<file path="config.mk">
export PLATFORM = sky130hd
export DESIGN_NAME = regfile_scoreboard_flat
export DESIGN_NICKNAME = d
export VERILOG_FILES = /design/src/rtl/regfile_scoreboard_if.sv /design/src/rtl/regfile_scoreboard.sv /design/src/flat_wrapper.sv
export SDC_FILE = /design/constraint.sdc
export NUM_CORES = 2
export LEC_CHECK = 0
export CAP_MARGIN = 20
export CORE_AREA = 2 2 531 269
export CTS_CLUSTER_SIZE = 16
export DETAILED_ROUTE_END_ITERATION = 16
export DIE_AREA = 0 0 533 271
export GPL_TIMING_DRIVEN = 0
export MAX_ROUTING_LAYER = met4
export PLACE_DENSITY = 0.57
export SLEW_MARGIN = 20
export SYNTH_ARGS = -nofsm -noshare
export SYNTH_HDL_FRONTEND = slang
export SYNTH_SLANG_ARGS = --single-unit
</file>
<file path="constraint.sdc">
create_clock -name clk -period 98.3 [get_ports clk]
set_input_delay 19.66 -clock clk [delete_from_list [all_inputs] [get_ports clk]]
set_output_delay 19.66 -clock clk [all_outputs]
set_load 0.005 [all_outputs]
</file>
<file path="src/rtl/regfile_scoreboard_if.sv">
// Bundle of the writeback, decode-read and issue signals between the pipeline
// and the register file / scoreboard.
interface regfile_scoreboard_if #(
  parameter int XLEN = 32,
  parameter int NREG = 32
);
  localparam int IW = $clog2(NREG);

  logic            rdvalid_i;
  logic [IW-1:0]   rdnum_i;
  logic [XLEN-1:0] rddata_i;
  logic [IW-1:0]   rs1num_i;
  logic [IW-1:0]   rs2num_i;
  logic            rs1use_i;
  logic            rs2use_i;
  logic            issue_valid_i;
  logic            issue_rdwr_i;
  logic [IW-1:0]   issue_rd_i;
  logic            issue_ready_o;
  logic [XLEN-1:0] r0data_o;
  logic [XLEN-1:0] r1data_o;
  logic [NREG-1:0] pending_o;

  // Pipeline side: drives writeback/decode/issue, observes operands and stall.
  modport master (
    output rdvalid_i, rdnum_i, rddata_i,
    output rs1num_i, rs2num_i, rs1use_i, rs2use_i,
    output issue_valid_i, issue_rdwr_i, issue_rd_i,
    input  issue_ready_o, r0data_o, r1data_o, pending_o
  );

  // Register file side.
  modport slave (
    input  rdvalid_i, rdnum_i, rddata_i,
    input  rs1num_i, rs2num_i, rs1use_i, rs2use_i,
    input  issue_valid_i, issue_rdwr_i, issue_rd_i,
    output issue_ready_o, r0data_o, r1data_o, pending_o
  );
endinterface

</file>
<file path="src/rtl/regfile_scoreboard.sv">
// Integer register file with write-through read bypass and a pending-write
// scoreboard that stalls issue on RAW/WAW hazards against outstanding
// writebacks. x0 is hardwired to zero and is never marked pending.
module regfile_scoreboard #(
  parameter int XLEN = 32,
  parameter int NREG = 32
) (
  input  logic                 clk,
  input  logic                 rst,
  regfile_scoreboard_if.slave  bus
);
  localparam int IW = $clog2(NREG);

  logic [XLEN-1:0] regs_q [NREG];
  logic [XLEN-1:0] regs_d [NREG];
  logic [NREG-1:0] pending_q;
  logic [NREG-1:0] pending_d;

  logic wr_en;
  logic rs1_haz;
  logic rs2_haz;
  logic waw_haz;
  logic ready;
  logic issue_set;

  // Hazard detection; a register retiring this cycle no longer blocks.
  always_comb begin
    wr_en   = bus.rdvalid_i && (bus.rdnum_i != '0);
    rs1_haz = bus.rs1use_i && (bus.rs1num_i != '0) && pending_q[bus.rs1num_i]
              && !(wr_en && (bus.rdnum_i == bus.rs1num_i));
    rs2_haz = bus.rs2use_i && (bus.rs2num_i != '0) && pending_q[bus.rs2num_i]
              && !(wr_en && (bus.rdnum_i == bus.rs2num_i));
    waw_haz = bus.issue_rdwr_i && (bus.issue_rd_i != '0) && pending_q[bus.issue_rd_i]
              && !(wr_en && (bus.rdnum_i == bus.issue_rd_i));
    ready     = !(rs1_haz || rs2_haz || waw_haz);
    issue_set = bus.issue_valid_i && ready && bus.issue_rdwr_i && (bus.issue_rd_i != '0);
  end

  // Scoreboard next state: retire clears first, then a new issue sets, so a
  // producer issuing on the retiring cycle keeps the bit asserted.
  always_comb begin
    pending_d = pending_q;
    if (wr_en)     pending_d[bus.rdnum_i]    = 1'b0;
    if (issue_set) pending_d[bus.issue_rd_i] = 1'b1;
    pending_d[0] = 1'b0;
  end

  // Register array next state; x0 writes are discarded.
  always_comb begin
    regs_d = regs_q;
    if (wr_en) regs_d[bus.rdnum_i] = bus.rddata_i;
    regs_d[0] = '0;
  end

  // State registers, cleared asynchronously.
  always_ff @(posedge clk or posedge rst) begin
    if (rst) begin
      for (int i = 0; i < NREG; i++) regs_q[i] <= '0;
      pending_q <= '0;
    end else begin
      regs_q    <= regs_d;
      pending_q <= pending_d;
    end
  end

  // Operand read with same-cycle writeback bypass.
  always_comb begin
    if (bus.rs1num_i == '0)
      bus.r0data_o = '0;
    else if (wr_en && (bus.rdnum_i == bus.rs1num_i))
      bus.r0data_o = bus.rddata_i;
    else
      bus.r0data_o = regs_q[bus.rs1num_i];

    if (bus.rs2num_i == '0)
      bus.r1data_o = '0;
    else if (wr_en && (bus.rdnum_i == bus.rs2num_i))
      bus.r1data_o = bus.rddata_i;
    else
      bus.r1data_o = regs_q[bus.rs2num_i];
  end

  // Status outputs.
  always_comb begin
    bus.issue_ready_o = ready;
    bus.pending_o     = pending_q;
  end

endmodule

</file>
<file path="src/flat_wrapper.sv">
// flat-port wrapper written by rule: the top's interface ports become plain ports
module regfile_scoreboard_flat 
#(
  parameter int XLEN = 32,
  parameter int NREG = 32
)
  (clk, rst, bus_rdvalid_i, bus_rdnum_i, bus_rddata_i, bus_rs1num_i, bus_rs2num_i, bus_rs1use_i, bus_rs2use_i, bus_issue_valid_i, bus_issue_rdwr_i, bus_issue_rd_i, bus_issue_ready_o, bus_r0data_o, bus_r1data_o, bus_pending_o);
  regfile_scoreboard_if #(.XLEN(XLEN), .NREG(NREG)) bus_i ();
  input  logic clk;
  input  logic rst;
  input wire logic [$bits(bus_i.rdvalid_i)-1:0] bus_rdvalid_i;
  input wire logic [$bits(bus_i.rdnum_i)-1:0] bus_rdnum_i;
  input wire logic [$bits(bus_i.rddata_i)-1:0] bus_rddata_i;
  input wire logic [$bits(bus_i.rs1num_i)-1:0] bus_rs1num_i;
  input wire logic [$bits(bus_i.rs2num_i)-1:0] bus_rs2num_i;
  input wire logic [$bits(bus_i.rs1use_i)-1:0] bus_rs1use_i;
  input wire logic [$bits(bus_i.rs2use_i)-1:0] bus_rs2use_i;
  input wire logic [$bits(bus_i.issue_valid_i)-1:0] bus_issue_valid_i;
  input wire logic [$bits(bus_i.issue_rdwr_i)-1:0] bus_issue_rdwr_i;
  input wire logic [$bits(bus_i.issue_rd_i)-1:0] bus_issue_rd_i;
  output wire logic [$bits(bus_i.issue_ready_o)-1:0] bus_issue_ready_o;
  output wire logic [$bits(bus_i.r0data_o)-1:0] bus_r0data_o;
  output wire logic [$bits(bus_i.r1data_o)-1:0] bus_r1data_o;
  output wire logic [$bits(bus_i.pending_o)-1:0] bus_pending_o;
  assign bus_i.rdvalid_i = bus_rdvalid_i;
  assign bus_i.rdnum_i = bus_rdnum_i;
  assign bus_i.rddata_i = bus_rddata_i;
  assign bus_i.rs1num_i = bus_rs1num_i;
  assign bus_i.rs2num_i = bus_rs2num_i;
  assign bus_i.rs1use_i = bus_rs1use_i;
  assign bus_i.rs2use_i = bus_rs2use_i;
  assign bus_i.issue_valid_i = bus_issue_valid_i;
  assign bus_i.issue_rdwr_i = bus_issue_rdwr_i;
  assign bus_i.issue_rd_i = bus_issue_rd_i;
  assign bus_issue_ready_o = bus_i.issue_ready_o;
  assign bus_r0data_o = bus_i.r0data_o;
  assign bus_r1data_o = bus_i.r1data_o;
  assign bus_pending_o = bus_i.pending_o;
  regfile_scoreboard #(.XLEN(XLEN), .NREG(NREG)) u_core (.clk(clk), .rst(rst), .bus(bus_i));
endmodule
</file>
Yosys cells after proc, flatten, opt, wreduce, memory -nomap -nowiden
Index checks and enable logic that the tools add are counted.
{ "totals": {"inputBits": 59, "elab_cells": 107, "register_bits": 1023} }
{ "classes": {"mux": 25, "reduce_logical": 31, "magnitude_cmp": 10, "n_bitwise": 6, "eq_ne": 3} }
{ "ops": {"columns": ["cell", "count"], "rows": [
  ["$bwmux W1024", 1],
  ["$mux W32", 11],
  ["$bmux W32 S5", 2],
  ["$demux W32 S5", 1],
  ["$and A32 B32 Y32", 1],
  ["$not A32 Y32", 1],
  ["$or A32 B32 Y32", 1],
  ["$lt A5 B6 Y1 const B", 4],
  ["$reduce_bool A5 Y1", 4],
  ["$logic_and A1 B1 Y1", 19],
  ["$ge A6 B6 Y1 const B", 3],
  ["$not A5 Y6", 3],
  ["$bmux W1 S5", 3],
  ["$eq A5 B5 Y1", 3],
  ["$demux W1 S5", 2],
  ["$ge A5 B1 Y1 const B", 2],
  ["$logic_not A5 Y1", 2],
  ["$lt A6 B1 Y1 const B", 1],
  ["$mux W1", 5],
  ["$logic_not A1 Y1", 4],
  ["$logic_or A1 B1 Y1", 2]
]} }

Logic depth before layout (Yosys ltp)
{ "depth": {"word_depth": 12, "mapped_depth": 10, "ltp_nobuf": 6} }

Worst setup path after synthesis
Ideal clock, no wire load.
{ "synth_path": {"path_kind": "in2out", "from": "in bus_rs1num_i[0]", "to": "out bus_r0data_o[0]", "arrival_ps": 21700, "path_slack_ps": 56940, "required_ps": 78640, "stages": 9, "path_cell_list": "buf_2 -> buf_4 -> buf_4 -> buf_2 -> buf_2 -> mux4_2 -> mux4_2 -> mux2i_1 -> o21ai_0"} }
{ "synth_between": {"elab_chain_cells": 6, "elab_cells_between_ends": 9, "cone_classes": "1 x eq/ne; 5 x mux; 1 x bitwise; 2 x reduce/logical"} }
{ "synth_lines": {"columns": ["element", "line", "text"], "rows": [
  ["start, declared", "flat_wrapper.sv:14", "input wire logic [$bits(bus_i.rs1num_i)-1:0] bus_rs1num_i;"],
  ["$not A5 Y6 (not written as such)", "regfile_scoreboard.sv:73", "bus.r0data_o = regs_q[bus.rs1num_i];"],
  ["$bmux W32 S5", "regfile_scoreboard.sv:73", null],
  ["$mux W32 (not written as such) (2 in a row)", "regfile_scoreboard.sv:73", null],
  ["$mux W32", "regfile_scoreboard.sv:70", "else if (wr_en && (bus.rdnum_i == bus.rs1num_i))"],
  ["$mux W32 (*)", "regfile_scoreboard.sv:68", "if (bus.rs1num_i == '0)"],
  ["end, declared", "flat_wrapper.sv:22", "output wire logic [$bits(bus_i.r0data_o)-1:0] bus_r0data_o;"]
]} }
Every way passes the cells marked *; elsewhere a longest branch is shown, timed or not. The select of a mux whose other input is x is not followed.

Final worst setup path
{ "layout_path": {"from": "in bus_rs1num_i[1]", "to": "out bus_r0data_o[20]"} }
Same word-level chain as after synthesis.

==> impl_results.md <==
- CTS sink cnt: 1023
- Crit path arrival time: 24.31 ns
- Fraction of layout cells with a size suffix above 1: 0.498
- Drt drc: 0
- Post-DRT Antenna Nets: 0
- Dominant cell type by area after synthesis: dfrtp_1
- Reg clk slew, reported paths: 0.06 ns
- Leakage: 0.0266 µW
- Die Y: 271 µm
- Synth Area in Compound Gates: 0.0297
- DP HPWL: 157000 µm
- Slew @ Worst Pin: 1.34 ns
- Pre-antenna DRT Iters: 5
- Min-delay worst type: reg -> reg
- Vias in the first global route: 38300
- Seq/Total Area, Yosys: 0.459
- Max frequency: 22.7 MHz
- Final setup fails: 0
- Chip width: 533 µm
- CTS H-tree depth: 3
- DRT iter0 DRCs: 4631
- Met1 wire length: 89600 µm
- Post-synth top area share: 0.459
- Syn. warnings: 0
- I/O Buffers: 141
- Critical path required time: 78.64 ns
- Ys flop type: dfrtp_1
- Area contributors post-synth: dfrtp_1 46%, mux4_2 23%, mux2_2 22%
- FF+latch count, synth: 1023
- Clk_skew: 0.0110 ns
- Worst-Skew Late Latency: 0.72 ns
- Met3 WL: 21000 µm
- Relative slew slack: 0.107
- Layout Nets: 3936
- Final setup TNS: 0 ns
- CTS tree: built
- Total number of vias: 38000
- Post-synth EDFFs: 0
- Count of final hold-check violations: 0
- Post-Syn Instances: 3613
- Post-CTS Setup Inserts: 0
- Global route overflow: 0
- Global-route wire length before repair: 302000 µm
- Fraction of the mapped netlist area in adder cells: 0
- Crit path max-delay cell type: clkbuf_1
- Clk buf depth: 3
- Max_cap viols: 0
- Syn_nets: 3672
- Num CTS Buffers: 101
- FFs w/ async S/R, synth: 1.00
- Power per cell area: 20.7 nW/µm²
- Die Area: 144000 µm²
- WP buf/inv: 5
- Worst-path fanout max: 10
- Synth cell types: 46
- Crit path cell chain: buf_2, buf_2, clkbuf_1, clkbuf_1, mux4_2, mux4_2, mux2i_1, o21ai_0, clkdlybuf4s50_1
- Drt via density: 6.50
- Simple-gate share of the synthesized area: 0.0184
- Crit path capture type: primary output
- Setup crit start kind: input port
- Area Overhead vs Synth: 14.2%
- Worst path top cell family by delay: buffers and inverters
- Crit path largest cell delay: 0.98 ns
- Fin. max-slew vios: 0
- Most frequent cell after synthesis: mux2_2
- Fin crit period: 43.97 ns
- Critical path class: in -> out
- Synth cell count leaders: 1064 x mux2_2, 1023 x dfrtp_1, 574 x mux4_2
- Core Area: 139000 µm²
- Initial Util: 0.400
- XOR/XNOR Fraction of Synth Area: 0.00236
- WL final: 216000 µm
- VDD IR-drop max: 0.0000171 V
- Mux contribution to synthesized area: 0.460
- Top Layer Used: met4
- Largest family of logic cells by synthesized area: multiplexers
- Period utilization: 0.447
- Initial antenna violation count: 7
- Final Wtd Congestion: 0.944
- Mapped Avg Cell Area: 15.4 µm²
- WL met2: 96900 µm
- CTS Hold Bufs: 0
- Status: finished clean
- Largest net degree at the start of global routing: 106
- RSZ-0062 raised after global routing: false
- Min Hold Slack: 0.519 ns
- Root buf cell: clkbuf_16
- DR WL/cell: 37.0 µm
- Cell Rows: 97
- Synth Cell Area: 55700 µm²
- GRT Util Overall: 0.307
- # IOs: 156
- CTS resizes: 0
[layer usage]
layer  vias to the layer above  global-route usage
li1                      14600                   -
met1                     21000               0.416
met2                      1972               0.450
met3                       390              0.0746
met4                         0               0.106
met5                         -                   -
[sequential cells by signal (all words and copies together) (netlist names)]
signal and flops:
u_core.regs_q 992, u_core.bus.pending_o 31
[cells by family after synthesis]
logic type                after synthesis
muxes                                1710
DFF                                  1023
xor gates and xnor gates               15
AOI/OAI and AO/OA                     232
other                                   1
buffers and inverters                 408
and+or+nand+nor                       224
[worst paths after layout]
check / from / endpoint / slack [ns] / cells past startpoint
worst max-delay path: bus_rs1num_i[1] / bus_r0data_o[20] / 54.33 / 9
worst min-delay path: u_core.regs_q[819] / u_core.regs_q[819] / 0.52 / 1
worst max register to register: u_core.bus.pending_o[8] / u_core.bus.pending_o[13] / 95.67 / 7
worst min register to register: u_core.regs_q[819] / u_core.regs_q[819] / 0.52 / 1
max in group asynchronous: rst / u_core.regs_q[520] / 77.22 / 5
min in group asynchronous: rst / u_core.regs_q[410] / 19.36 / 2
[layout by cell type (no fill, tap or decap), types with 5 or more instances in the layout]
cell / count
a2111oi_0: 20
a21oi_1: 39
a221oi_1: 21
a22o_1: 47
buf_1: 50
buf_16: 11
buf_2: 82
buf_4: 10
buf_6: 6
bufinv_16: 16
clkbuf_1: 242
clkbuf_16: 104
clkbuf_2: 38
clkbuf_8: 27
clkdlybuf4s50_1: 141
clkinv_2: 14
dfrtp_1: 1023
mux2_2: 1064
mux2i_1: 72
mux4_2: 574
nand2_1: 84
nand2b_1: 5
nand3_1: 32
nor2_1: 58
nor2b_1: 7
nor3b_1: 6
nor4_1: 5
o21ai_0: 61
o31ai_1: 22
o31ai_2: 9
xnor2_1: 10
xor2_1: 5
[cell type report]
class	count	area, µm²
Antenna cell	1	2.50
Buffer	405	1740
Clock buffer	150	3050
Clock inverter	38	623
Fill cell	12200	75800
Inverter	3	18.8
Multi-Input combinational cell	2182	28500
Sequential cell	1023	25600
Tap cell	1881	2350
Timing Repair Buffer	161	1830
[where the power goes]
group | internal (µW) | total (µW) | switching [µW] | leakage (µW)
Sequential | 503 | 565 | 61.9 | 0.0131
Clock | 256 | 438 | 181 | 0.00180
Combinational | 179 | 313 | 134 | 0.0117
Total | 938 | 1320 | 377 | 0.0266
[through the flow]
step	power [µW]	util	worst slack, ns	cells	instance area, µm²
6_report	1320	0.456	54.33	5844	63700
5_1_grt	1360	0.456	54.43	5844	63700
4_1_cts	1320	0.456	54.56	5838	63600
3_5_place_dp	880	0.430	54.57	5650	59900
3_3_place_gp	866	0.427	38.03	5635	59500
2_1_floorplan	762	-	49.85	3613	55700
Note: power is estimated with default switching activity, not from simulation.
